File: src/rtl/cpu_pkg.sv
// ============================================================================
// Module : cpu_pkg
// Brief  : Shared opcodes, instruction field positions and fetch states.
// Rev    : 1.0  initial release
// ============================================================================
`default_nettype none

package cpu_pkg;

    localparam logic [3:0] OP_RTYPE = 4'h0;
    localparam logic [3:0] OP_LW    = 4'h1;
    localparam logic [3:0] OP_SW    = 4'h2;
    localparam logic [3:0] OP_ADDI  = 4'h3;
    localparam logic [3:0] OP_BEQ   = 4'h4;
    localparam logic [3:0] OP_BNE   = 4'h5;
    localparam logic [3:0] OP_J     = 4'h6;
    localparam logic [3:0] OP_HALT  = 4'hF;

    localparam int OPCODE_MSB  = 15;
    localparam int OPCODE_LSB  = 12;
    localparam int RS_MSB      = 11;
    localparam int RS_LSB      = 8;
    localparam int RT_MSB      = 7;
    localparam int RT_LSB      = 4;
    localparam int FUNCT_MSB   = 3;
    localparam int FUNCT_LSB   = 0;
    localparam int JTARGET_MSB = 11;
    localparam int JTARGET_LSB = 0;

    typedef enum logic [1:0] {
        ST_IDLE  = 2'd0,
        ST_REQ   = 2'd1,
        ST_ISSUE = 2'd2,
        ST_HALT  = 2'd3
    } fetch_state_t;

endpackage

`default_nettype wire

File: src/rtl/next_pc_logic.sv
// ============================================================================
// Module : next_pc_logic
// Brief  : Combinational next-PC select: jump > taken branch > sequential.
// Rev    : 1.0  initial release
// ============================================================================
`default_nettype none

module next_pc_logic
    import cpu_pkg::*;
#(
    parameter int ADDR_W = 16
) (
    input  logic [ADDR_W-1:0] pc,
    input  logic [3:0]        funct,
    input  logic [11:0]       jtarget,
    input  logic [3:0]        opcode,
    input  logic              branch,
    input  logic              jump,
    input  logic              alu_zero,
    output logic [ADDR_W-1:0] next_pc
);

    logic [ADDR_W-1:0] seq_pc;
    logic [ADDR_W-1:0] offset;
    logic              taken;

    assign seq_pc = pc + {{(ADDR_W-1){1'b0}}, 1'b1};
    assign offset = {{(ADDR_W-4){funct[3]}}, funct};

    always_comb begin
        taken = 1'b0;
        if (branch) begin
            if (opcode == OP_BEQ) taken = alu_zero;
            else if (opcode == OP_BNE) taken = ~alu_zero;
        end
    end

    always_comb begin
        next_pc = seq_pc;
        if (jump)
            next_pc = {pc[ADDR_W-1:12], jtarget};
        else if (taken)
            next_pc = seq_pc + offset;
    end

endmodule

`default_nettype wire

File: src/rtl/fetch_unit.sv
// ============================================================================
// Module : fetch_unit
// Brief  : PC owner and req/ack instruction fetch with field decode.
//          Optional halt support with macro FETCH_HALT_EN.
// Rev    : 1.0  initial release
// ============================================================================
`default_nettype none

module fetch_unit
    import cpu_pkg::*;
#(
    parameter int                ADDR_W   = 16,
    parameter logic [ADDR_W-1:0] RESET_PC = 16'h0000
) (
    input  logic              clk,
    input  logic              rst,
    output logic              imem_req,
    output logic [ADDR_W-1:0] imem_addr,
    input  logic              imem_ack,
    input  logic [15:0]       imem_rdata,
    output logic              instr_valid,
    output logic [15:0]       instr,
    output logic [3:0]        opcode,
    output logic [3:0]        rs,
    output logic [3:0]        rt,
    output logic [3:0]        funct,
    output logic [11:0]       jtarget,
    output logic [ADDR_W-1:0] pc,
    output logic [ADDR_W-1:0] pc_plus1,
`ifdef FETCH_HALT_EN
    output logic              halted,
`endif
    input  logic              exec_done,
    input  logic              branch,
    input  logic              jump,
    input  logic              alu_zero
);

    fetch_state_t      state, next_state;
    logic              load_instr;
    logic              update_pc;
    logic [ADDR_W-1:0] next_pc;

    always_ff @(posedge clk or posedge rst) begin
        if (rst) state <= ST_IDLE;
        else     state <= next_state;
    end

    always_comb begin
        next_state = state;
        load_instr = 1'b0;
        update_pc  = 1'b0;
        case (state)
            ST_IDLE: next_state = ST_REQ;
            ST_REQ: begin
                if (imem_ack) begin
                    load_instr = 1'b1;
                    next_state = ST_ISSUE;
                end
            end
            ST_ISSUE: begin
                if (exec_done) begin
`ifdef FETCH_HALT_EN
                    if (opcode == OP_HALT) begin
                        next_state = ST_HALT;
                    end else begin
                        update_pc  = 1'b1;
                        next_state = ST_REQ;
                    end
`else
                    update_pc  = 1'b1;
                    next_state = ST_REQ;
`endif
                end
            end
`ifdef FETCH_HALT_EN
            ST_HALT: next_state = ST_HALT;
`endif
            default: next_state = ST_IDLE;
        endcase
    end

    always_ff @(posedge clk or posedge rst) begin
        if (rst) begin
            pc    <= RESET_PC;
            instr <= 16'h0000;
        end else begin
            if (load_instr) instr <= imem_rdata;
            if (update_pc)  pc    <= next_pc;
        end
    end

    next_pc_logic #(.ADDR_W(ADDR_W)) u_next_pc (
        .pc       (pc),
        .funct    (funct),
        .jtarget  (jtarget),
        .opcode   (opcode),
        .branch   (branch),
        .jump     (jump),
        .alu_zero (alu_zero),
        .next_pc  (next_pc)
    );

    // Handshake outputs decode straight from state so reset clears them asynchronously.
    assign imem_req    = (state == ST_REQ);
    assign instr_valid = (state == ST_ISSUE);
`ifdef FETCH_HALT_EN
    assign halted      = (state == ST_HALT);
`endif

    assign imem_addr = pc;
    assign pc_plus1  = pc + {{(ADDR_W-1){1'b0}}, 1'b1};
    assign opcode    = instr[OPCODE_MSB:OPCODE_LSB];
    assign rs        = instr[RS_MSB:RS_LSB];
    assign rt        = instr[RT_MSB:RT_LSB];
    assign funct     = instr[FUNCT_MSB:FUNCT_LSB];
    assign jtarget   = instr[JTARGET_MSB:JTARGET_LSB];

endmodule

`default_nettype wire

File: config.mk
export PLATFORM = sky130hd
export DESIGN_NAME = fetch_unit
export DESIGN_NICKNAME = d
export VERILOG_FILES = /design/src/rtl/cpu_pkg.sv /design/src/rtl/next_pc_logic.sv /design/src/rtl/fetch_unit.sv
export SDC_FILE = /design/constraint.sdc
export NUM_CORES = 1
export LEC_CHECK = 0
export CORE_ASPECT_RATIO = 1.25
export CORE_MARGIN = 10
export CORE_UTILIZATION = 36
export CTS_BUF_LIST = sky130_fd_sc_hd__clkbuf_8
export CTS_CLUSTER_DIAMETER = 40
export DETAILED_ROUTE_END_ITERATION = 6
export PLACE_DENSITY = 0.71
export SLEW_MARGIN = 20
export SYNTH_ARGS = -nofsm -noshare
export SYNTH_HDL_FRONTEND = slang
export SYNTH_SLANG_ARGS = --single-unit
File: constraint.sdc
create_clock -name clk -period 2.5 [get_ports clk]
set_input_delay 0.25 -clock clk [delete_from_list [all_inputs] [get_ports clk]]
set_output_delay 0.25 -clock clk [all_outputs]
set_load 0.005 [all_outputs]
## Word-level counts from Yosys, hierarchy flattened

Index checks and enable logic that the tools add are counted.

- Register bits after elaboration: 34
- Output and inout port bits: 94

- Add/subtract/negate cells: 2
- Equal/unequal tests: 6
- Muxes and demuxes: 12
- Bitwise operators: 2
- Reduce and logical (&&, ||, !) cells: 3

Operators with widths:

| cell | count |
|---|---|
| 16-bit by 1-bit adder with 16-bit output, second input constant | 1 |
| 16-bit adder | 1 |
| 16-bit two-way mux | 1 |
| 12-bit two-way mux | 1 |
| 4-bit by 3-bit equality test with 1-bit output, second input constant | 2 |
| 1-bit two-way mux | 7 |
| 2-bit case mux with 3 select lines | 1 |
| 2-bit two-way mux | 2 |
| 2-bit by 1-bit inequality test with 1-bit output, second input constant | 2 |
| 2-bit AND reduction | 2 |
| 2-bit by 1-bit equality test with 1-bit output, second input constant | 1 |
| 2-bit equality test, second input constant | 1 |
| 2-bit logical NOT | 1 |
| 1-bit NOT | 2 |

## Logic depth before layout (Yosys ltp)

- Depth in word-level cells: 6
- Mapped depth: 12

## Cells and area by module

Synthesis repeated with hierarchy kept, for this count alone.

- Cell total of the unflattened synthesis: 375
- Area total of the unflattened synthesis: 3483.3 um^2

Modules (own cells, without submodules):

| module | instances | cells each | area each (um^2) |
|---|---|---|---|
| fetch_unit | 1 | 164 | 1996.9 |
| next_pc_logic | 1 | 211 | 1486.4 |

## Worst setup path after synthesis

OpenSTA, ideal clock, no wires.

- Path type: register -> register
- Start point: register pc[0], in the netlist imem_addr[0]
- End point: register pc[15], in the netlist imem_addr[15]
- Setup time: 0.148 ns
- Arrival: 2.718 ns
- Data required time: 2.352 ns
- Path slack: -0.366 ns
- Stages on the path, launching flop included: 13
- Buffers on the path: 0
- Period minus slack after synthesis: 2.866 ns
- Cells stage by stage: dfrtp_1 ha_1 nand4_1 nor3_1 and3_1 xor2_1 ha_1 a21o_1 a31o_2 mux2i_1 a22oi_1 a21o_1 a31oi_1

- Word-level cells in the longest chain between the ends: 3

RTL lines:

| element | line | source |
|---|---|---|
| start: declaration | fetch_unit.sv:28 | `output logic [ADDR_W-1:0] pc,` |
| start signal: assignment | fetch_unit.sv:89 | `if (update_pc) pc <= next_pc;` |
| 16-bit by 1-bit adder with 16-bit output | - |  |
| named net pc_plus1[12] | fetch_unit.sv:29 | `output logic [ADDR_W-1:0] pc_plus1,` |
| 16-bit adder | next_pc_logic.sv:43 | `next_pc = seq_pc + offset;` |
| 16-bit two-way mux | next_pc_logic.sv:42 | `else if (taken)` |

The timed path passes the listed nets, and every way through them passes these cells.
A chain may end at the register's enable or synchronous reset.

## Final worst setup path

- Start point: register pc[0], in the netlist imem_addr[0]
- End point: register pc[10], in the netlist imem_addr[10]

- Word-level cells in the longest chain between the ends: 4

RTL lines:

| element | line | source |
|---|---|---|
| 16-bit by 1-bit adder with 16-bit output * | next_pc_logic.sv:27 | `assign seq_pc = pc + {{(ADDR_W-1){1'b0}}, 1'b1};` |
| 16-bit adder | next_pc_logic.sv:43 |  |
| 16-bit two-way mux * | next_pc_logic.sv:42 |  |
| 12-bit two-way mux * | next_pc_logic.sv:40 | `if (jump)` |

Mark *: on every way between the ends. The rest lies on a longest branch, timed or not.

==> results_dict.tcl <==
set metrics [dict create \
    outcome "finished with violations" \
    violations "negative setup slack" \
    rsz0062_at_grt "yes" \
    ant_nets 0 \
    avgSynthCellArea_um2 8.86 \
    hold_path.class "input pin to async pin" \
    postSynthCellCount 331 \
    hold_violations 0 \
    final_util_pct 65.3 \
    num_antenna_cells 0 \
    grt_pass1_wl_um 17000 \
    synth_area_um2 2930 \
    drtIter0Drc 277 \
    yosys.cell_types.count 50 \
    setup_violations 12 \
    grt_pass1_vias 3392 \
    place_inst 564 \
    grt_max_degree 35 \
    p_int_uw 4590 \
    gp_congestion 0.901 \
    clk_path_buf_depth 2 \
    antenna_found_initial 0 \
    cts_tree "yes" \
    grt_overflow 0 \
    path_buf_inv 2 \
    die_height_um 121 \
    end_kind "flop" \
    nets 556 \
    drv_cap 0 \
    dpl.hpwl_um 8120 \
    clkSinkCount 34 \
    drt_pass1_iterations 5 \
    finalCriticalPeriod_ps 2940 \
    crit_family "compound AO/OA/AOI/OAI gates" \
    ctsHtreeMaxLevel 2 \
    crit_chain "and3_4 > nand3_2 > buf_4 > xnor2_2 > ha_2 > a21o_1 > o211a_1 > buf_4 > o21ai_0 > a31oi_1 > a221oi_1" \
    cp_common_cell "buf_4" \
    cts.hold.buffers_added 0 \
    syn_nets 376 \
    slew_headroom_pct 53.6 \
    rows 36 \
    viasPerCell 5.41 \
    slowest_stage "dfrtp_1" \
    die_width_um 101 \
    async_flop_share_pct 100 \
    drc 0 \
    synthFlopType "dfrtp_1" \
    critPathMaxFanout 3 \
    initial_utilization_pct 37.2 \
    crit_required_ps 2660 \
    dieArea_um2 12200 \
    final_cell_mix "109 x clkdlybuf4s50_1, 109 x buf_4, 32 x dfrtp_1" \
    clk_latency_ps 290 \
    numCtsBuffers 5 \
    synth_edf_count 0 \
    setup_tns_ps -2240 \
    max_freq_ghz 0.340 \
    power.leakage_uw 0.00239 \
    clockRootBuffer "clkbuf_8" \
    crit_type "flop to flop" \
    worstMarginPinSlew_ps 693 \
    slowest_delay_ps 420 \
    layout_setup_ws_ps -439 \
    syn_to_final_growth_pct 75.7 \
    coreArea_um2 7880 \
    skew_ps 8.33 \
    p_sw_share_pct 41.6 \
    io-pin-count 117 \
    cts.reportedPaths.clkPinSlew_ps 70 \
    power_per_cell_area_nw_per_um2 1530 \
    start_kind "flop" \
    synth_seq_cells 34 \
    finalCritPeriodShare_pct 118 \
    synth_seq_area_share_pct 29.0 \
    io_buffers 116 \
    ys_warn_count 0 \
    drive_gt1_share_pct 37.7 \
    ir_drop_mv 0.764 \
    grt.total_usage_pct 16.9 \
    pwr-share-seq_pct 15.0 \
    clockPowerShare_pct 5.4 \
    stdcell_count 607 \
    wl_per_cell_um 19.5 \
    place_ws_ps -311 \
    p_comb_share_pct 79.6 \
    drv_slew 0 \
    p_switching_uw 3270 \
    cp.arrival_ps 3100 \
    routed_wl_um 11800 \
    num_vias 3281 \
]
## per-stage QoR
stage          power, uW  hold WS (ps)  area, um2
2_1_floorplan       3780           358       3000
3_3_place_gp        6130           486       4470
3_5_place_dp        6230           493       4470
4_1_cts             7200           373       4880
5_1_grt             8330           394       5150
6_report            7860           358       5150
## worst min-delay path, delay by kind of cell
| family | cells | cell delay [ps] |
|---|---|---|
| buf+inv | 3 | 840 |
## repair_timing
action                     in CTS  in global routing
pin swaps                      35                 24
gates resized for setup        31                 40
setup buffers                  25                 12
setup endpoints to repair      12                 20
cloned                          0                  0
## routing by layer
| layer | share of wire [%] | vias up | track usage, % |
|---|---|---|---|
| met5 | 0 | - | 0 |
| met4 | 3.3 | 0 | 5.58 |
| met3 | 7.4 | 32 | 4.27 |
| met2 | 54 | 164 | 31.6 |
| met1 | 35 | 1593 | 17.8 |
| li1 | - | 1492 | - |
## cell usage after synthesis (6+ instances only)
cell      instances  share of area [%]
dfrtp_1          34                 29
ha_1             21                9.0
xnor2_1          13                3.9
o21ai_0          19                3.2
a21o_1            9                2.3
buf_4            44                 11
inv_1             6               0.77
a21oi_1          22                3.8
clkbuf_1          6               0.77
nor3_1            6                1.0
xor2_1           11                3.3
nand2_1          32                4.1
nor2_1           17                2.2
and3_1            7                1.5
mux2_2           17                6.5
nand3_1          10                1.7
## sequential cells by signal (all words and copies together), names as in the netlist
register   count
instr         16
imem_addr     16
state          2
## cells by family (layout without fill, tap and decap cells)
kind of cell | Yosys count | count (layout) | synth area share, %
simple gates | 95 | 95 | 16.0
compound gates | 78 | 78 | 17.7
buf+inv | 59 | 240 | 13.2
flops | 34 | 34 | 29.0
xor+xnor | 24 | 24 | 7.17
fa+ha+maj | 22 | 22 | 9.65
mux | 19 | 19 | 7.21
## power groups by stage
stage	Combinational, uW	Sequential, uW	Clock (uW)
3_3_place_gp	5000	1130	0
4_1_cts	5630	1140	426
5_1_grt	6650	1220	456
3_5_place_dp	5090	1140	0
6_report	6250	1180	426
2_1_floorplan	2580	1200	0
## area by class of cell
cell class	instances	area (um2)
Clock buffer	6	82.6
Clock inverter	2	8.76
Fill cell	582	2730
Inverter	7	26.3
Multi-Input combinational cell	238	2060
Sequential cell	34	853
Tap cell	95	119
Timing Repair Buffer	225	2000
## final timing paths
check                             start            end  slack (ps)  cells after the start
setup reg to reg           imem_addr[0]  imem_addr[10]        -440                     11
max in group asynchronous           rst   imem_addr[2]        1800                      3
hold reg to reg                state[1]       state[0]         520                      1
min in group clk               state[1]       state[0]         520                      1
hold / removal                      rst      instr[12]         360                      3
setup / recovery           imem_addr[0]  imem_addr[10]        -440                     11
No activity file was read; power rests on OpenSTA's default activity.
